**src/rtl/id_decode_stage_if.sv**
```systemverilog
// IF/ID -> ID/EX bundle for the decode stage: fetch register, writeback port,
// branch flush, stall request and the registered ID/EX latch.
interface id_decode_stage_if;
  logic [1:0][31:0] if_id;
  logic             branch_cond;
  logic             wb_we;
  logic [4:0]       wb_rd;
  logic [31:0]      wb_data;
  logic             hazard;
  logic             id_ex_valid;
  logic [31:0]      id_ex_ir;
  logic [31:0]      id_ex_npc;
  logic [31:0]      id_ex_a;
  logic [31:0]      id_ex_b;
  logic [31:0]      id_ex_imm;
  logic [4:0]       id_ex_rd;

  modport master (
    output if_id, branch_cond, wb_we, wb_rd, wb_data,
    input  hazard, id_ex_valid, id_ex_ir, id_ex_npc, id_ex_a, id_ex_b, id_ex_imm, id_ex_rd
  );

  modport slave (
    input  if_id, branch_cond, wb_we, wb_rd, wb_data,
    output hazard, id_ex_valid, id_ex_ir, id_ex_npc, id_ex_a, id_ex_b, id_ex_imm, id_ex_rd
  );
endinterface

```
**src/rtl/id_decode_stage.sv**
```systemverilog
// RV32I decode stage: register file with write-through bypass, immediate generation,
// load-use hazard detection and the ID/EX pipeline latch.
module id_decode_stage #(
  parameter logic [31:0] NOP_INST  = 32'h0000_0013,
  parameter int unsigned REG_COUNT = 32
) (
  input logic                clk,
  input logic                reset,
  id_decode_stage_if.slave   bus
);

  localparam int unsigned AW = $clog2(REG_COUNT);

  localparam logic [6:0] OpImm    = 7'b0010011;
  localparam logic [6:0] OpLoad   = 7'b0000011;
  localparam logic [6:0] OpJalr   = 7'b1100111;
  localparam logic [6:0] OpStore  = 7'b0100011;
  localparam logic [6:0] OpBranch = 7'b1100011;
  localparam logic [6:0] OpLui    = 7'b0110111;
  localparam logic [6:0] OpAuipc  = 7'b0010111;
  localparam logic [6:0] OpJal    = 7'b1101111;
  localparam logic [6:0] OpReg    = 7'b0110011;

  logic [31:0] rf_q [REG_COUNT];

  logic [31:0] ir;
  logic [6:0]  opcode;
  logic [4:0]  rd, rs1, rs2;
  logic        wb_wr;
  logic [31:0] rs1_val, rs2_val;
  logic [31:0] imm;
  logic        rs1_used, rs2_used, writes_rd;

  logic        valid_q, valid_d;
  logic [31:0] ir_q, ir_d;
  logic [31:0] npc_q, npc_d;
  logic [31:0] a_q, a_d;
  logic [31:0] b_q, b_d;
  logic [31:0] imm_q, imm_d;
  logic [4:0]  rd_q, rd_d;
  logic        hazard;

  assign ir     = bus.if_id[0];
  assign opcode = ir[6:0];
  assign rd     = ir[11:7];
  assign rs1    = ir[19:15];
  assign rs2    = ir[24:20];

  assign wb_wr = bus.wb_we && (bus.wb_rd != 5'd0);

  always_ff @(posedge clk or negedge reset) begin
    if (!reset) begin
      for (int i = 0; i < REG_COUNT; i++) rf_q[i] <= '0;
    end else if (wb_wr) begin
      rf_q[bus.wb_rd[AW-1:0]] <= bus.wb_data;
    end
  end

  // x0 is never written, so rf_q[0] stays zero and needs no special read path.
  assign rs1_val = (wb_wr && bus.wb_rd == rs1) ? bus.wb_data : rf_q[rs1[AW-1:0]];
  assign rs2_val = (wb_wr && bus.wb_rd == rs2) ? bus.wb_data : rf_q[rs2[AW-1:0]];

  always_comb begin
    imm       = '0;
    rs1_used  = 1'b1;
    rs2_used  = 1'b0;
    writes_rd = 1'b1;
    unique case (opcode)
      OpImm, OpLoad, OpJalr: imm = {{20{ir[31]}}, ir[31:20]};
      OpStore: begin
        imm       = {{20{ir[31]}}, ir[31:25], ir[11:7]};
        rs2_used  = 1'b1;
        writes_rd = 1'b0;
      end
      OpBranch: begin
        imm       = {{19{ir[31]}}, ir[31], ir[7], ir[30:25], ir[11:8], 1'b0};
        rs2_used  = 1'b1;
        writes_rd = 1'b0;
      end
      OpLui, OpAuipc: begin
        imm      = {ir[31:12], 12'b0};
        rs1_used = 1'b0;
      end
      OpJal: begin
        imm      = {{11{ir[31]}}, ir[31], ir[19:12], ir[20], ir[30:21], 1'b0};
        rs1_used = 1'b0;
      end
      OpReg:   rs2_used = 1'b1;
      default: ;
    endcase
  end

  // Gating on reset keeps the stall request quiet while the latch is being cleared.
  assign hazard = reset && !bus.branch_cond && valid_q && (ir_q[6:0] == OpLoad) &&
                  (rd_q != 5'd0) &&
                  ((rs1_used && rs1 == rd_q) || (rs2_used && rs2 == rd_q));

  always_comb begin
    valid_d = 1'b0;
    ir_d    = NOP_INST;
    npc_d   = '0;
    a_d     = '0;
    b_d     = '0;
    imm_d   = '0;
    rd_d    = '0;
    if (!bus.branch_cond && !hazard) begin
      valid_d = 1'b1;
      ir_d    = ir;
      npc_d   = bus.if_id[1];
      a_d     = rs1_val;
      b_d     = rs2_val;
      imm_d   = imm;
      rd_d    = writes_rd ? rd : 5'd0;
    end
  end

  always_ff @(posedge clk or negedge reset) begin
    if (!reset) begin
      valid_q <= 1'b0;
      ir_q    <= NOP_INST;
      npc_q   <= '0;
      a_q     <= '0;
      b_q     <= '0;
      imm_q   <= '0;
      rd_q    <= '0;
    end else begin
      valid_q <= valid_d;
      ir_q    <= ir_d;
      npc_q   <= npc_d;
      a_q     <= a_d;
      b_q     <= b_d;
      imm_q   <= imm_d;
      rd_q    <= rd_d;
    end
  end

  assign bus.hazard      = hazard;
  assign bus.id_ex_valid = valid_q;
  assign bus.id_ex_ir    = ir_q;
  assign bus.id_ex_npc   = npc_q;
  assign bus.id_ex_a     = a_q;
  assign bus.id_ex_b     = b_q;
  assign bus.id_ex_imm   = imm_q;
  assign bus.id_ex_rd    = rd_q;

endmodule

```
**src/flat_wrapper.sv**
```systemverilog
// flat-port wrapper written by rule: the top's interface ports become plain ports
module id_decode_stage_flat 
#(
  parameter logic [31:0] NOP_INST  = 32'h0000_0013,
  parameter int unsigned REG_COUNT = 32
)
  (clk, reset, bus_if_id, bus_branch_cond, bus_wb_we, bus_wb_rd, bus_wb_data, bus_hazard, bus_id_ex_valid, bus_id_ex_ir, bus_id_ex_npc, bus_id_ex_a, bus_id_ex_b, bus_id_ex_imm, bus_id_ex_rd);
  id_decode_stage_if bus_i ();
  input logic clk;
  input logic reset;
  input wire logic [$bits(bus_i.if_id)-1:0] bus_if_id;
  input wire logic [$bits(bus_i.branch_cond)-1:0] bus_branch_cond;
  input wire logic [$bits(bus_i.wb_we)-1:0] bus_wb_we;
  input wire logic [$bits(bus_i.wb_rd)-1:0] bus_wb_rd;
  input wire logic [$bits(bus_i.wb_data)-1:0] bus_wb_data;
  output wire logic [$bits(bus_i.hazard)-1:0] bus_hazard;
  output wire logic [$bits(bus_i.id_ex_valid)-1:0] bus_id_ex_valid;
  output wire logic [$bits(bus_i.id_ex_ir)-1:0] bus_id_ex_ir;
  output wire logic [$bits(bus_i.id_ex_npc)-1:0] bus_id_ex_npc;
  output wire logic [$bits(bus_i.id_ex_a)-1:0] bus_id_ex_a;
  output wire logic [$bits(bus_i.id_ex_b)-1:0] bus_id_ex_b;
  output wire logic [$bits(bus_i.id_ex_imm)-1:0] bus_id_ex_imm;
  output wire logic [$bits(bus_i.id_ex_rd)-1:0] bus_id_ex_rd;
  assign bus_i.if_id = bus_if_id;
  assign bus_i.branch_cond = bus_branch_cond;
  assign bus_i.wb_we = bus_wb_we;
  assign bus_i.wb_rd = bus_wb_rd;
  assign bus_i.wb_data = bus_wb_data;
  assign bus_hazard = bus_i.hazard;
  assign bus_id_ex_valid = bus_i.id_ex_valid;
  assign bus_id_ex_ir = bus_i.id_ex_ir;
  assign bus_id_ex_npc = bus_i.id_ex_npc;
  assign bus_id_ex_a = bus_i.id_ex_a;
  assign bus_id_ex_b = bus_i.id_ex_b;
  assign bus_id_ex_imm = bus_i.id_ex_imm;
  assign bus_id_ex_rd = bus_i.id_ex_rd;
  id_decode_stage #(.NOP_INST(NOP_INST), .REG_COUNT(REG_COUNT)) u_core (.clk(clk), .reset(reset), .bus(bus_i));
endmodule
```
**config.mk**
```make
export PLATFORM = sky130hd
export DESIGN_NAME = id_decode_stage_flat
export DESIGN_NICKNAME = d
export VERILOG_FILES = /design/src/rtl/id_decode_stage_if.sv /design/src/rtl/id_decode_stage.sv /design/src/flat_wrapper.sv
export SDC_FILE = /design/constraint.sdc
export NUM_CORES = 2
export LEC_CHECK = 0
export BUFFER_PORTS_ARGS = -buffer_cell sky130_fd_sc_hd__buf_4
export CORE_MARGIN = 2
export CORE_UTILIZATION = 45
export CTS_CLUSTER_SIZE = 25
export DETAILED_ROUTE_END_ITERATION = 6
export MAX_ROUTING_LAYER = met4
export PLACE_DENSITY = 0.71
export SYNTH_ARGS = -nofsm -noshare
export SYNTH_HDL_FRONTEND = slang
export SYNTH_SLANG_ARGS = --single-unit
```
**constraint.sdc**
```tcl
create_clock -name clk -period 5 [get_ports clk]
set_clock_uncertainty 0.2 [all_clocks]
set_input_delay 0.75 -clock clk [delete_from_list [all_inputs] [get_ports clk]]
set_output_delay 0.75 -clock clk [all_outputs]
set_load 0.01 [all_outputs]
```
[Yosys cells after proc, flatten, opt, wreduce, memory -nomap -nowiden]
Index checks and enable logic that the tools add are counted.
Operators by class
  $add $sub $neg: 0
  $mul: 0
  divide/modulo/power cells: 0
  $lt $le $gt $ge: 4
  eq/ne operators: 14
  shift-type cells: 0
  mux-type cells: 22
  bitwise gates (word level): 3
  reductions and logical operators: 22
Operators by type and width (number)
  1024-bit bitwise mux: 1
  32-bit 2-to-1 mux: 12
  32-bit binary-select mux with 5-bit select: 2
  32-bit demux with 5-bit select: 1
  32-bit one-hot mux with 5 select lines: 1
  7-bit by 6-bit equality test with 1-bit output, second input constant: 3
  7-bit equality test, second input constant: 3
  5-bit equality test: 4
  6-bit greater-or-equal comparator, second input constant: 3
  5-bit NOT with 6-bit output: 3
  7-bit by 2-bit equality test with 1-bit output, second input constant: 2
  7-bit by 5-bit equality test with 1-bit output, second input constant: 2
  1-bit logical AND: 12
  5-bit 2-to-1 mux: 2
  5-bit nonzero test: 2
  3-bit OR reduction: 3
  6-bit by 1-bit less-than comparator with 1-bit output, second input constant: 1
  2-bit OR reduction: 2
  1-bit 2-to-1 mux: 3
  1-bit logical NOT: 2
  1-bit logical OR: 1
Storage, ports and cells
  register bits: 1190
  latch bits: 0
  RAM bits: 0
  memory bits (read-only): 0
  input bits: 105
  output and inout bits: 167
  word-level logic and storage cells: 104
  memories: 0

[Longest topological paths before layout]
  depth after elaboration: 9
  gate-level depth with buffers: 10
  depth with buffers taken out: 6

[Worst setup path after synthesis]
No wires, ideal clock.
  path type: input port to flip-flop
  start point: input port bus_if_id[21]
  end point: register u_core.b_q[22], in the netlist u_core.bus.id_ex_b[22]
  setup time: 123 ps
  arrival: 2370 ps
  data required time: 4677 ps
  slack: 2308 ps
  cell stages on the path: 7
  path buffers: 3
  cell sequence: buf_2 -> buf_4 -> buf_2 -> mux4_2 -> a22oi_1 -> o211ai_1 -> o221a_2
On the way
  word-level cells in the longest chain between the ends: 7
  elaborated cells on any way between the ends: 14
  classes of those cells: eq/ne: 2; mux: 5; bitwise: 1; reduce/logical: 6
RTL lines
  start, declared: line flat_wrapper.sv:11  | input wire logic [$bits(bus_i.if_id)-1:0] bus_if_id;
  branches (longest 6 deep; another with 32-bit binary-select mux with 5-bit select)
  32-bit 2-to-1 mux *: line id_decode_stage.sv:106  | if (!bus.branch_cond && !hazard) begin
  net u_core.b_d[22]: line id_decode_stage.sv:38  | logic [31:0] b_q, b_d;
  end signal, assigned: line id_decode_stage.sv:123  | b_q <= '0;
  end signal, assigned: line id_decode_stage.sv:131  | b_q <= b_d;
  end, declared: line id_decode_stage.sv:38
Mark *: on every way through the listed nets, which the timed path passes. The select of a mux whose other input is x is not followed.
A chain may end at the register's enable or synchronous reset.

[Final worst setup path]
  start point: input port reset
  end point: output port bus_hazard
On the way
  word-level cells in the longest chain between the ends: 5
RTL lines
  start, declared: line flat_wrapper.sv:10  | input logic reset;
  1-bit logical AND (4 in a row): line id_decode_stage.sv:94  | assign hazard = reset && !bus.branch_cond && valid_q && (ir_q[6:0] == OpLoad) &&
  1-bit logical AND: line id_decode_stage.sv:95  | (rd_q != 5'd0) &&
  end, declared: line flat_wrapper.sv:16  | output wire logic [$bits(bus_i.hazard)-1:0] bus_hazard;
Every way passes these cells.

==> flow_metrics.env <==
export IMPL_status="completed"
export IMPL_place_port_buffers=271
export IMPL_wl_per_cell_um=30.3
export IMPL_r2r_cells=7
export IMPL_start_util_pct=45.2
export IMPL_cpPeakStageDelay_ns=0.58
export IMPL_setup_viol=0
export IMPL_met1_usage_pct=38.7
export IMPL_final_max_slew_viol_count=0
export IMPL_power_leakage_nw=31.3
export IMPL_fin_crit_ns=3.64
export IMPL_firstDrtPassIters=6
export IMPL_grt_pass1_vias=41700
export IMPL_tightestPinTransition_ns=1.32
export IMPL_min_from="bus_if_id[7]"
export IMPL_hold_depth=2
export IMPL_postSynthCellCount=4418
export IMPL_cts_root_buf="clkbuf_16"
export IMPL_maxCapViolations=0
export IMPL_start_kind="primary input"
export IMPL_fin_ws_ns=1.36
export IMPL_critical_path_max_fanout=76
export IMPL_drive_gt1_share_pct=42.2
export IMPL_grtUsageMet3_pct=6.31
export IMPL_fin_area_um2=69100
export IMPL_grt_antenna_before_repair=5
export IMPL_core_um2=135000
export IMPL_clock_latency_ns=0.77
export IMPL_hp_class="primary input to flip-flop"
export IMPL_worstSetupPathType="primary input to primary output"
export IMPL_vias_per_cell=6.53
export IMPL_path_buf_inv=3
export IMPL_synth_edf_count=0
export IMPL_cts_tree="done"
export IMPL_setup_tns_ns=0
export IMPL_global_route_overflow_total=0
export IMPL_dp_cells=6103
export IMPL_fin_nets=4606
export IMPL_instances_no_fill=6376
export IMPL_fin_crit_sh_pct=72.9
export IMPL_synth_top_cell_by_area="dfrtp_1"
export IMPL_use_met2_pct=42.4
export IMPL_drtIter0Drc=4922
export IMPL_dp_hpwl_um=114000
export IMPL_routed_via_count=41600
export IMPL_hold_viol_final=0
export IMPL_synth_async_reset_ratio_pct=100
export IMPL_clock_fmax_mhz=274
export IMPL_cp_required_ns=4.05
export IMPL_cp_depth=6
export IMPL_rows=135
export IMPL_rr_endpoint="u_core.bus.id_ex_npc[4]"
export IMPL_drc=0
export IMPL_syn_area_um2=60900
export IMPL_reg2reg_from="u_core.bus.id_ex_ir[2]"
export IMPL_cpMaxStageDelayCell="dlygate4sd3_1"
export IMPL_place_ws_ns=1.21
export IMPL_syn_avg_cell_area_um2=13.8
export IMPL_finalWirelength_um=193000
export IMPL_grt_start_max_net_pins=174
export IMPL_syn_to_final_growth_pct=13.4
export IMPL_clk_pin_slew_ns=0.06
export IMPL_crit_end="bus_hazard"
export IMPL_dpl_instance_area_um2=64300
export IMPL_power_density_nw_per_um2=397
export IMPL_path_cells="dlygate4sd3_1 > buf_12 > nand4b_1 > nor4b_4 > and3_1 > buf_4"
export IMPL_ant_nets=0
export IMPL_numCtsBuffers=131
export IMPL_peakVddDrop_uv=355
export IMPL_slew_headroom_pct=12.3
export IMPL_grt_use_total_pct=28.7
export IMPL_boundaryPins=272
export IMPL_dieArea_um2=138000
export IMPL_grt_pass1_wl_um=284000
export IMPL_cts_num_sinks=1190
export IMPL_routabilityCongestion=0.861
export IMPL_ys_warn_count=0
export IMPL_synth_top_area_share_pct=48.7
export IMPL_synth_seq_cells=1190
export IMPL_grt_busiest_layer="met2"
export IMPL_worst_setup_path_end_kind="primary output"
export IMPL_chipHeight_um=372
export IMPL_ys_top_cells_by_area="dfrtp_1, mux2_2, mux4_2"
export IMPL_synth_nets=4523
export IMPL_fp_dieW_um=372
export IMPL_rsz0062_at_grt="false"
export IMPL_synthFlopType="dfrtp_1"
export IMPL_h_tree_depth=4
export IMPL_rrSetupSlack_ns=2.11
export IMPL_hold_slack_ns=0.0441
export IMPL_arrival_ns=2.69
export IMPL_critical_path_top_delay_family="buffers and inverters"
export IMPL_cts_resized=0
export IMPL_setup_worst_path_start="reset"
export IMPL_seq_area_frac_synth_pct=48.9
export IMPL_synth_distinct_cells=59
export IMPL_clk_path_buf_depth=3
[power by group]
group	switching, mW	total [mW]	internal, mW
clock network	4.01	9.92	5.91
logic	2.16	4.97	2.82
registers	1.27	12.6	11.3
[layout by cell type (no fill, tap or decap), types with 28 or more instances in the layout]
master,count
dlygate4sd3_1,46
a22o_1,50
o221a_2,35
nand3_1,57
dfrtp_1,1187
nor2_1,43
o21ai_0,56
and2_1,62
buf_4,352
mux4_2,275
clkbuf_8,33
clkbuf_1,28
o211ai_1,28
a21oi_1,94
nand2_1,94
mux2_2,991
clkbuf_16,136
a22oi_1,153
mux2i_1,543
[worst min-delay path by stage]
stage / slack [ns] / endpoint
after global routing: 0.04 / u_core.bus.id_ex_ir[11]
after detailed placement: 0.18 / u_core.rf_q[1011]
final: 0.04 / u_core.bus.id_ex_ir[7]
after global placement: 0.18 / u_core.rf_q[1006]
after floorplan: 0.24 / u_core.rf_q[1006]
after CTS: 0.0007 / u_core.bus.id_ex_ir[7]
[layer usage]
metal,wire [um],vias up
met5,0,-
met4,7550,0
met3,17200,497
met2,87900,2139
met1,80500,22100
li1,-,16800
[registers in the layout (all words and copies together) (netlist names)]
register                flops
u_core.rf_q              1024
u_core.bus.id_ex_a         32
u_core.bus.id_ex_b         32
u_core.bus.id_ex_imm       32
u_core.bus.id_ex_ir        32
u_core.bus.id_ex_npc       32
u_core.bus.id_ex_rd         5
u_core.bus.id_ex_valid      1
[synth_stat cells, types with 35 or more instances]
library cell,number
nand2_1,109
mux2i_1,543
buf_2,147
and2_1,64
dfrtp_1,1187
nand3_1,57
a22o_1,50
clkbuf_1,224
mux2_2,991
a22oi_1,153
o21ai_0,56
o221a_2,35
a21oi_1,94
buf_1,55
mux4_2,275
nor2_1,56
[through the flow]
step | util (%) | power, mW
CTS | 51.2 | 27.5
global placement | 47.6 | 17.3
floorplan | - | 15.9
global route | 51.2 | 28.5
finish | 51.2 | 27.4
detailed placement | 47.6 | 17.6
[repair_timing]
action	4_1_cts	5_1_grt
hold endpoints to repair	115	0
setup endpoints to repair	0	0
buffers inserted	0	0
hold buffers	46	0
[cell type report]
type / count / area, um^2
antenna: 2 / 5.00
multi-input combinational: 2749 / 29100
clock buffer: 197 / 3960
tap: 1781 / 2230
clock inverter: 28 / 388
sequential: 1190 / 29800
fill: 11200 / 65900
timing repair buffer: 426 / 3640
inverter: 3 / 13.8
[logic make-up (layout without fill, tap and decap cells)]
group | count (synthesis) | count (layout) | synth area share, %
compound gates | 538 | 538 | 6.38
xor+xnor | 20 | 20 | 0.287
buf+inv | 479 | 654 | 3.79
flops | 1190 | 1190 | 48.9
mux | 1810 | 1810 | 37.4
other cells | 0 | 2 | 0
simple gates | 381 | 381 | 3.28
Note: power is estimated with default switching activity, not from simulation.
